--- src/rtl/key_input.sv ---
// key_input: synchronizes, debounces and decodes board push-buttons into a
// clean per-key pressed level plus one-cycle press, release and long-press
// pulses. Every key has its own synchronizer, FSM and counters.
//
// Handshake note: there is no valid/ready pairing here. key_state is a level.
// key_press, key_release and key_long are single-cycle strobes that the
// consumer samples on every clock. All outputs are registered, so there is no
// combinational path from keys_raw to any output.
module key_input #(
  parameter int NUM_KEYS          = 4,
  parameter int DEBOUNCE_CYCLES   = 1_000_000,
  parameter int LONG_PRESS_CYCLES = 100_000_000,
  parameter int ACTIVE_LOW        = 1
) (
  input  logic                clk,
  input  logic                rst,
  input  logic [NUM_KEYS-1:0] keys_raw,
  output logic [NUM_KEYS-1:0] key_state,
  output logic [NUM_KEYS-1:0] key_press,
  output logic [NUM_KEYS-1:0] key_release,
  output logic [NUM_KEYS-1:0] key_long
);

  localparam int DW = $clog2(DEBOUNCE_CYCLES + 1);
  localparam int HW = $clog2(LONG_PRESS_CYCLES + 1);

  localparam logic [DW-1:0] DB_ONE   = DW'(1);
  localparam logic [DW-1:0] DB_LAST  = DW'(DEBOUNCE_CYCLES - 1);
  localparam logic [HW-1:0] HOLD_ONE = HW'(1);
  localparam logic [HW-1:0] HOLD_MAX = HW'(LONG_PRESS_CYCLES);
  localparam logic [HW-1:0] HOLD_PRE = HW'(LONG_PRESS_CYCLES - 1);

  // Pad level of a released key; the synchronizer resets to it so that
  // leaving reset never looks like an edge.
  localparam logic RELEASED_LVL = (ACTIVE_LOW != 0) ? 1'b1 : 1'b0;

  typedef enum logic [1:0] {
    IDLE       = 2'd0,
    PRESS_DB   = 2'd1,
    PRESSED    = 2'd2,
    RELEASE_DB = 2'd3
  } state_t;

  for (genvar i = 0; i < NUM_KEYS; i++) begin : g_key
    logic          s0_q, s1_q;
    logic          p;
    state_t        state_q, state_d;
    logic [DW-1:0] db_q, db_d;
    logic [HW-1:0] hold_q, hold_d;
    logic          level_q, press_q, release_q, long_q;
    logic          level_d, press_d, release_d, long_d;

    // Two-flop synchronizer for the asynchronous pad.
    always_ff @(posedge clk) begin
      if (rst) begin
        s0_q <= RELEASED_LVL;
        s1_q <= RELEASED_LVL;
      end else begin
        s0_q <= keys_raw[i];
        s1_q <= s0_q;
      end
    end

    // Normalized pressed level: 1 = pressed regardless of pad polarity.
    assign p = (ACTIVE_LOW != 0) ? ~s1_q : s1_q;

    // Next-state, counter and pulse decode for this key.
    always_comb begin
      state_d   = state_q;
      db_d      = db_q;
      hold_d    = hold_q;
      press_d   = 1'b0;
      release_d = 1'b0;
      long_d    = 1'b0;

      // Hold time runs for the whole accepted press, including release debounce.
      if (state_q == PRESSED || state_q == RELEASE_DB) begin
        if (hold_q != HOLD_MAX) begin
          hold_d = hold_q + HOLD_ONE;
        end
        if (hold_q == HOLD_PRE) begin
          long_d = 1'b1;
        end
      end

      case (state_q)
        IDLE: begin
          if (p) begin
            state_d = PRESS_DB;
            db_d    = DB_ONE;
          end
        end
        PRESS_DB: begin
          if (!p) begin
            state_d = IDLE;
            db_d    = '0;
          end else if (db_q == DB_LAST) begin
            state_d = PRESSED;
            db_d    = '0;
            hold_d  = '0;
            press_d = 1'b1;
          end else begin
            db_d = db_q + DB_ONE;
          end
        end
        PRESSED: begin
          if (!p) begin
            state_d = RELEASE_DB;
            db_d    = DB_ONE;
          end
        end
        RELEASE_DB: begin
          if (p) begin
            state_d = PRESSED;
            db_d    = '0;
          end else if (db_q == DB_LAST) begin
            state_d   = IDLE;
            db_d      = '0;
            hold_d    = '0;
            release_d = 1'b1;
          end else begin
            db_d = db_q + DB_ONE;
          end
        end
        default: begin
          state_d = IDLE;
          db_d    = '0;
          hold_d  = '0;
        end
      endcase

      level_d = (state_d == PRESSED) || (state_d == RELEASE_DB);
    end

    // State, counters and registered outputs.
    always_ff @(posedge clk) begin
      if (rst) begin
        state_q   <= IDLE;
        db_q      <= '0;
        hold_q    <= '0;
        level_q   <= 1'b0;
        press_q   <= 1'b0;
        release_q <= 1'b0;
        long_q    <= 1'b0;
      end else begin
        state_q   <= state_d;
        db_q      <= db_d;
        hold_q    <= hold_d;
        level_q   <= level_d;
        press_q   <= press_d;
        release_q <= release_d;
        long_q    <= long_d;
      end
    end

    assign key_state[i]   = level_q;
    assign key_press[i]   = press_q;
    assign key_release[i] = release_q;
    assign key_long[i]    = long_q;
  end

endmodule

--- config.mk ---
export PLATFORM = sky130hd
export DESIGN_NAME = key_input
export DESIGN_NICKNAME = d
export VERILOG_FILES = /design/src/rtl/key_input.sv
export SDC_FILE = /design/constraint.sdc
export NUM_CORES = 1
export LEC_CHECK = 0
export ABC_AREA = 1
export BUFFER_PORTS_ARGS = -buffer_cell sky130_fd_sc_hd__buf_2
export CORE_ASPECT_RATIO = 0.8
export CORE_MARGIN = 2
export CORE_UTILIZATION = 58
export DETAILED_ROUTE_END_ITERATION = 7
export PLACE_DENSITY_LB_ADDON = 0.1
export RECOVER_POWER = 50
export SLEW_MARGIN = 15
export SYNTH_ARGS = -nofsm -noshare
export SYNTH_HDL_FRONTEND = slang
export SYNTH_SLANG_ARGS = --single-unit
--- constraint.sdc ---
create_clock -name clk -period 4.2 [get_ports clk]
set_input_delay 0.84 -clock clk [delete_from_list [all_inputs] [get_ports clk]]
set_output_delay 0.84 -clock clk [all_outputs]
set_load 0.05 [all_outputs]
* Word-level counts from Yosys, hierarchy flattened
Cells that the tools add are included.
Storage, ports and cells: logic and storage cells 212, flip-flop bits (word level) 220, input port bits 6
Operators by class: add/sub/neg operators 8, bitwise operators 16, mux-type cells 84, reductions and logical operators 28, equality and inequality tests 40
Operators by type and width (count):
- two-way mux 27 bit | 20
- two-way mux 20 bit | 20
- one-hot mux 20 bit (4 select lines) | 4
- one-hot mux 27 bit (2 select lines) | 4
- adder 27 x 1 -> 27 bit, second input constant | 4
- equality test 27 bit, second input constant | 4
- != test 27 bit, second input constant | 4
- adder 20 x 1 -> 20 bit, second input constant | 4
- equality test 20 bit, second input constant | 4
- two-way mux 2 bit | 24
- equality test 2 bit, second input constant | 16
- one-hot mux 2 bit (4 select lines) | 4
- OR reduction 3 bit | 8
- != test 2 bit, second input constant | 8
- inverter 1 bit | 16
- equality test 2 x 1 -> 1 bit, second input constant | 4
- zero test 2 bit | 4
- logical OR 1 bit | 8
- two-way mux 1 bit | 8
- AND reduction 2 bit | 4
- OR reduction 2 bit | 4

* Longest topological paths before layout
depth in word-level cells 6, gate-level depth with buffers 11

* Worst setup path after synthesis
OpenSTA, ideal clock, no wires.
path kind input-to-reg, start input port rst, end register g_key[0].hold_q[0], setup slack 2555 ps, stages on the path 7, data arrival time 1581 ps, data required time 4136 ps, library setup time 64 ps, cells stage by stage inv_1 buf_2 nand2_1 nand2_2 clkinv_2 buf_6 nor2_1
RTL lines:
- start, declared | RTL line 16 | input logic rst,
- end signal, assigned | RTL line 148 | hold_q <= hold_d;
- end, declared | RTL line 49 | logic [HW-1:0] hold_q, hold_d;

* Worst setup path after layout
start register g_key[1].state_q[1], end register g_key[1].hold_q[15]
On the way: longest elaborated chain between the ends 6, elaborated cells on any way between the ends 9
Ends and longest elaborated chain:
- start, declared | RTL line 47 | state_t state_q, state_d;
- start signal, assigned | RTL line 146 | state_q <= state_d;
- equality test 2 bit (on tied branches) | RTL line 77, 86
- logical OR 1 bit | RTL line 77 | if (state_q == PRESSED || state_q == RELEASE_DB) begin
- two-way mux 27 bit | RTL line 77
- two-way mux 27 bit | RTL line 97, 116
- two-way mux 27 bit (on tied branches) | RTL line 113, 94
- one-hot mux 27 bit (2 select lines) (*) | RTL line 86 | case (state_q)
- end signal, assigned | RTL line 148
- end, declared | RTL line 49
Mark *: on every way between the ends. The rest lies on a longest branch, timed or not. A chain may end at the register's enable or synchronous reset.

==> summary.md <==
| Metric | Value |
|---|---|
| Ys flop type | `dfxtp_1` |
| Clock insertion delay at the later pin of the skew report | `0.51 ns` |
| Routability cong. | `0.8980` |
| Number of setup violations in the final report | `0` |
| Number of violations reported at the end of detailed-routing iteration 0 | `1,067` |
| Std-Cell Core Area | `22,380 µm²` |
| Number of buffers inserted by hold repair at cts | `0` |
| Combinational fraction of design power | `1.8%` |
| Clock power share | `51.3%` |
| Nets@finish | `2,183` |
| Initial antenna violation count | `0` |
| Worst Clk Skew | `0.01383 ns` |
| WP data arrival | `3.34 ns` |
| Die Footprint | `23,910 µm²` |
| CP max stage cell | `clkbuf_1` |
| Net switching power of the design | `0.9105 mW` |
| Post-Syn Area | `13,160 µm²` |
| Setup Crit Path Kind | `reg2reg` |
| I/O pin cnt | `22` |
| Number of vias in the routed layout | `12,950` |
| PostCTS Resize Cnt | `0` |
| Slew at the pin with the worst max-slew slack | `1.351 ns` |
| Number of fill cells in the layout | `2,151` |
| Cells on worst reg2reg path | `8` |
| Routed len/inst | `12.29 µm` |
| Switching power share of the total | `20.42%` |
| Worst reg2reg path endpoint | `g_key[1].hold_q[15]` |
| Global route total overflow | `0` |
| Result of the run | `finished, final reports clean` |
| Type of element capturing the critical path | `flip-flop` |
| Hold EP | `g_key[2].s1_q` |
| Max-Slew Margin vs Limit | `9.932%` |
| Aggregate routed wire length | `30,570 µm` |
| Maximum number of pins on one net before global-route repair | `57` |
| H-tree levels | `1` |
| Largest cells by area after synthesis | `dfxtp_1 (33%), nand2_1 (21%), nor2_1 (12%), inv_1 (6.0%), nand3_1 (4.8%)` |
| Initial standard-cell utilization of the core | `58.79%` |
| Achievable clock frequency | `0.3339 GHz` |
| Placed insts | `2,445` |
| Static leakage | `5.439 nW` |
| Count of nets left with antenna violations after detail routing | `0` |
| First-pass GRT wire length | `52,230 µm` |
| Max rail drop VDD | `334.0 µV` |
| Buffer levels on the longest clock path | `3` |
| Async SR Flop Fraction | `0%` |
| Internal Dissipation | `3.548 mW` |
| Min Clock Period, post-route | `2.995 ns` |
| Number of instances in the synthesized netlist | `2,171` |
| Overall Global Routing Usage | `25.51%` |
| 1st-pass router iterations | `6` |
| Net count after synthesis | `2,189` |
| Relative area change from synthesis to final layout | `7.304%` |
| Post-Syn Area per Cell | `6.060 µm²` |
| Fin Setup TNS | `0 ns` |
| Synth unique cells | `52` |
| Fraction of layout instances using a drive strength above 1 | `4.402%` |
| Worst stage delay on the critical path | `0.98 ns` |
| Number of remaining DRC errors | `0` |
| RSZ-0062 raised after global routing | `no` |
| Number of max-slew violations in the final report | `0` |
| CP Cell Sequence | `clkbuf_1, nand2_1, inv_1, nor2_1, nor2_1, nand4_1, nand2_1, nor3_1` |
| Endpoints failing hold | `0` |
| Number of buffers and inverters on the critical path | `2` |
| Flops & latches, synth | `219` |
| Max_cap viols | `0` |
| TritonCTS buffer count | `24` |
| FP Rows | `49` |
| Floorplan die width | `172.4 µm` |
| Crit path max fanout | `32` |
| Number of clock sinks | `219` |
| Reg-to-Reg Start | `g_key[1].state_q[1]` |
| Port Buf Inserts | `21` |
| Post-synth EDFFs | `0` |
| Crit start category | `flip-flop` |
| HP Start | `g_key[2].s0_q` |
| Root buffer cell | `clkbuf_16` |
| Number of cells on the worst hold path | `1` |
| Hold Worst Slack | `0.4065 ns` |
| Setup repair bufs after CTS | `0` |
| Yosys top cell area share | `33.32%` |
| Period Utilization, post-route | `71.30%` |
| Reg clk slew, reported paths | `0.06 ns` |
| Number of global-route vias before repair | `11,280` |
| Sequential group share of total power | `46.9%` |
| Kind of cell adding the most delay to the critical path | `simple AND/OR/NAND/NOR gates` |
| Hold Crit Class | `reg2reg` |
| Required arrival time at the worst endpoint | `4.54 ns` |
| R2r setup slk | `1.21 ns` |
| Clock tree from TritonCTS | `done` |
| Cell taking the most area after synthesis | `dfxtp_1` |
| Final antenna diode count | `0` |
| HPWL after detailed placement | `21,890 µm` |
| Sequential element share of the synthesized area | `33.32%` |
| Number of warnings printed during yosys synthesis | `0` |
| Final standard cell utilization of the core | `63.09%` |
| Die Y-Extent | `138.7 µm` |
| Non-filler cells in the finished layout | `2,487` |
| DR vias/cell | `5.205` |
| Overall power of the completed layout | `4.458 mW` |
| Pwr/cell area | `315.8 nW/µm²` |
-- sequential cells by signal, summed over array words and instances, names as in the netlist --
signal,flops
g_key.hold_q,108
g_key.release_q,4
g_key.long_q,4
g_key.level_q,3
g_key.s1_q,4
g_key.press_q,4
g_key.db_q,80
g_key.state_q,8
g_key.s0_q,4
-- Yosys cell counts (3+ instances only) --
master	instances
nand2_1	725
nor2_1	427
dfxtp_1	219
inv_1	211
nand3_1	126
o21ai_0	72
a21oi_1	58
xor2_1	57
nor3_1	46
nand4_1	40
clkbuf_1	23
buf_4	19
or2_2	14
nor2_2	13
ha_1	12
nand3b_1	9
buf_6	8
nand2_2	8
xnor2_1	8
buf_2	6
o21bai_1	6
inv_2	5
nand3_2	5
nor2_4	5
nor4_1	5
clkinv_1	4
o211ai_1	4
nor3b_1	3
o22ai_1	3
-- routing by layer --
metal  up-vias  part of all wire, %  track usage [%]
met5         -                    0                0
met4         0                  1.3            4.379
met3        34                  5.9            3.025
met2       354                   42            38.08
met1      5780                   51            39.69
li1       6778                    -                -
-- placed cells by master (no fill, tap or decap), types with 4 or more instances in the layout --
master,n
a21oi_1,58
buf_2,4
buf_4,5
bufinv_16,4
clkbuf_1,22
clkbuf_16,25
clkbuf_8,7
clkinv_1,4
dfxtp_1,219
ha_1,12
inv_1,213
nand2_1,726
nand2_2,7
nand3_1,127
nand3_2,4
nand3b_1,9
nand4_1,40
nor2_1,432
nor2_2,10
nor3_1,49
nor4_1,5
o211ai_1,4
o21ai_0,73
o21bai_1,6
or2_2,14
xnor2_1,8
xor2_1,57
-- per-stage QoR --
step | worst slack [ns] | instance area (µm²)
finish | 1.205 | 14120
global route | 0.7674 | 14120
CTS | 1.756 | 14200
detailed placement | 1.449 | 13330
global placement | 1.509 | 13330
floorplan | 2.555 | 13160
-- worst max path at each step --
stage / startpoint / end / depth (start not counted)
6_report: g_key[1].state_q[1] / g_key[1].hold_q[15] / 8
5_1_grt: g_key[1].state_q[1] / g_key[1].hold_q[24] / 8
4_1_cts: g_key[3].state_q[1] / g_key[3].db_q[2] / 8
3_5_place_dp: rst / g_key[1].hold_q[15] / 4
3_3_place_gp: rst / g_key[1].hold_q[15] / 4
2_1_floorplan: rst / g_key[0].hold_q[0] / 7
-- cell families after synthesis --
| kind of cell | synth area share (%) |
|---|---|
| compound gates | 6.420 |
| xor+xnor | 4.327 |
| fa+ha+maj | 1.141 |
| buf+inv | 9.101 |
| flops | 33.32 |
| simple gates | 45.69 |
-- power groups by stage --
stage / registers (mW) / logic (mW) / clock network (mW)
2_1_floorplan: 2.13 / 0.0654 / 0
3_3_place_gp: 2.14 / 0.0817 / 0
3_5_place_dp: 2.14 / 0.0828 / 0
4_1_cts: 2.09 / 0.0832 / 2.34
5_1_grt: 2.09 / 0.0910 / 2.42
6_report: 2.09 / 0.0808 / 2.29
-- cell type report --
type | count | area [µm²] | share of cell area [%]
Multi-Input combinational cell | 1671 | 7520 | 53.27
Sequential cell | 219 | 4384 | 31.06
Inverter | 221 | 830.8 | 5.885
Clock buffer | 35 | 733.2 | 5.194
Tap cell | 306 | 382.9 | 2.712
Clock inverter | 7 | 137.6 | 0.9749
Timing Repair Buffer | 28 | 128.9 | 0.9129
(Power assumes the default switching activity.)
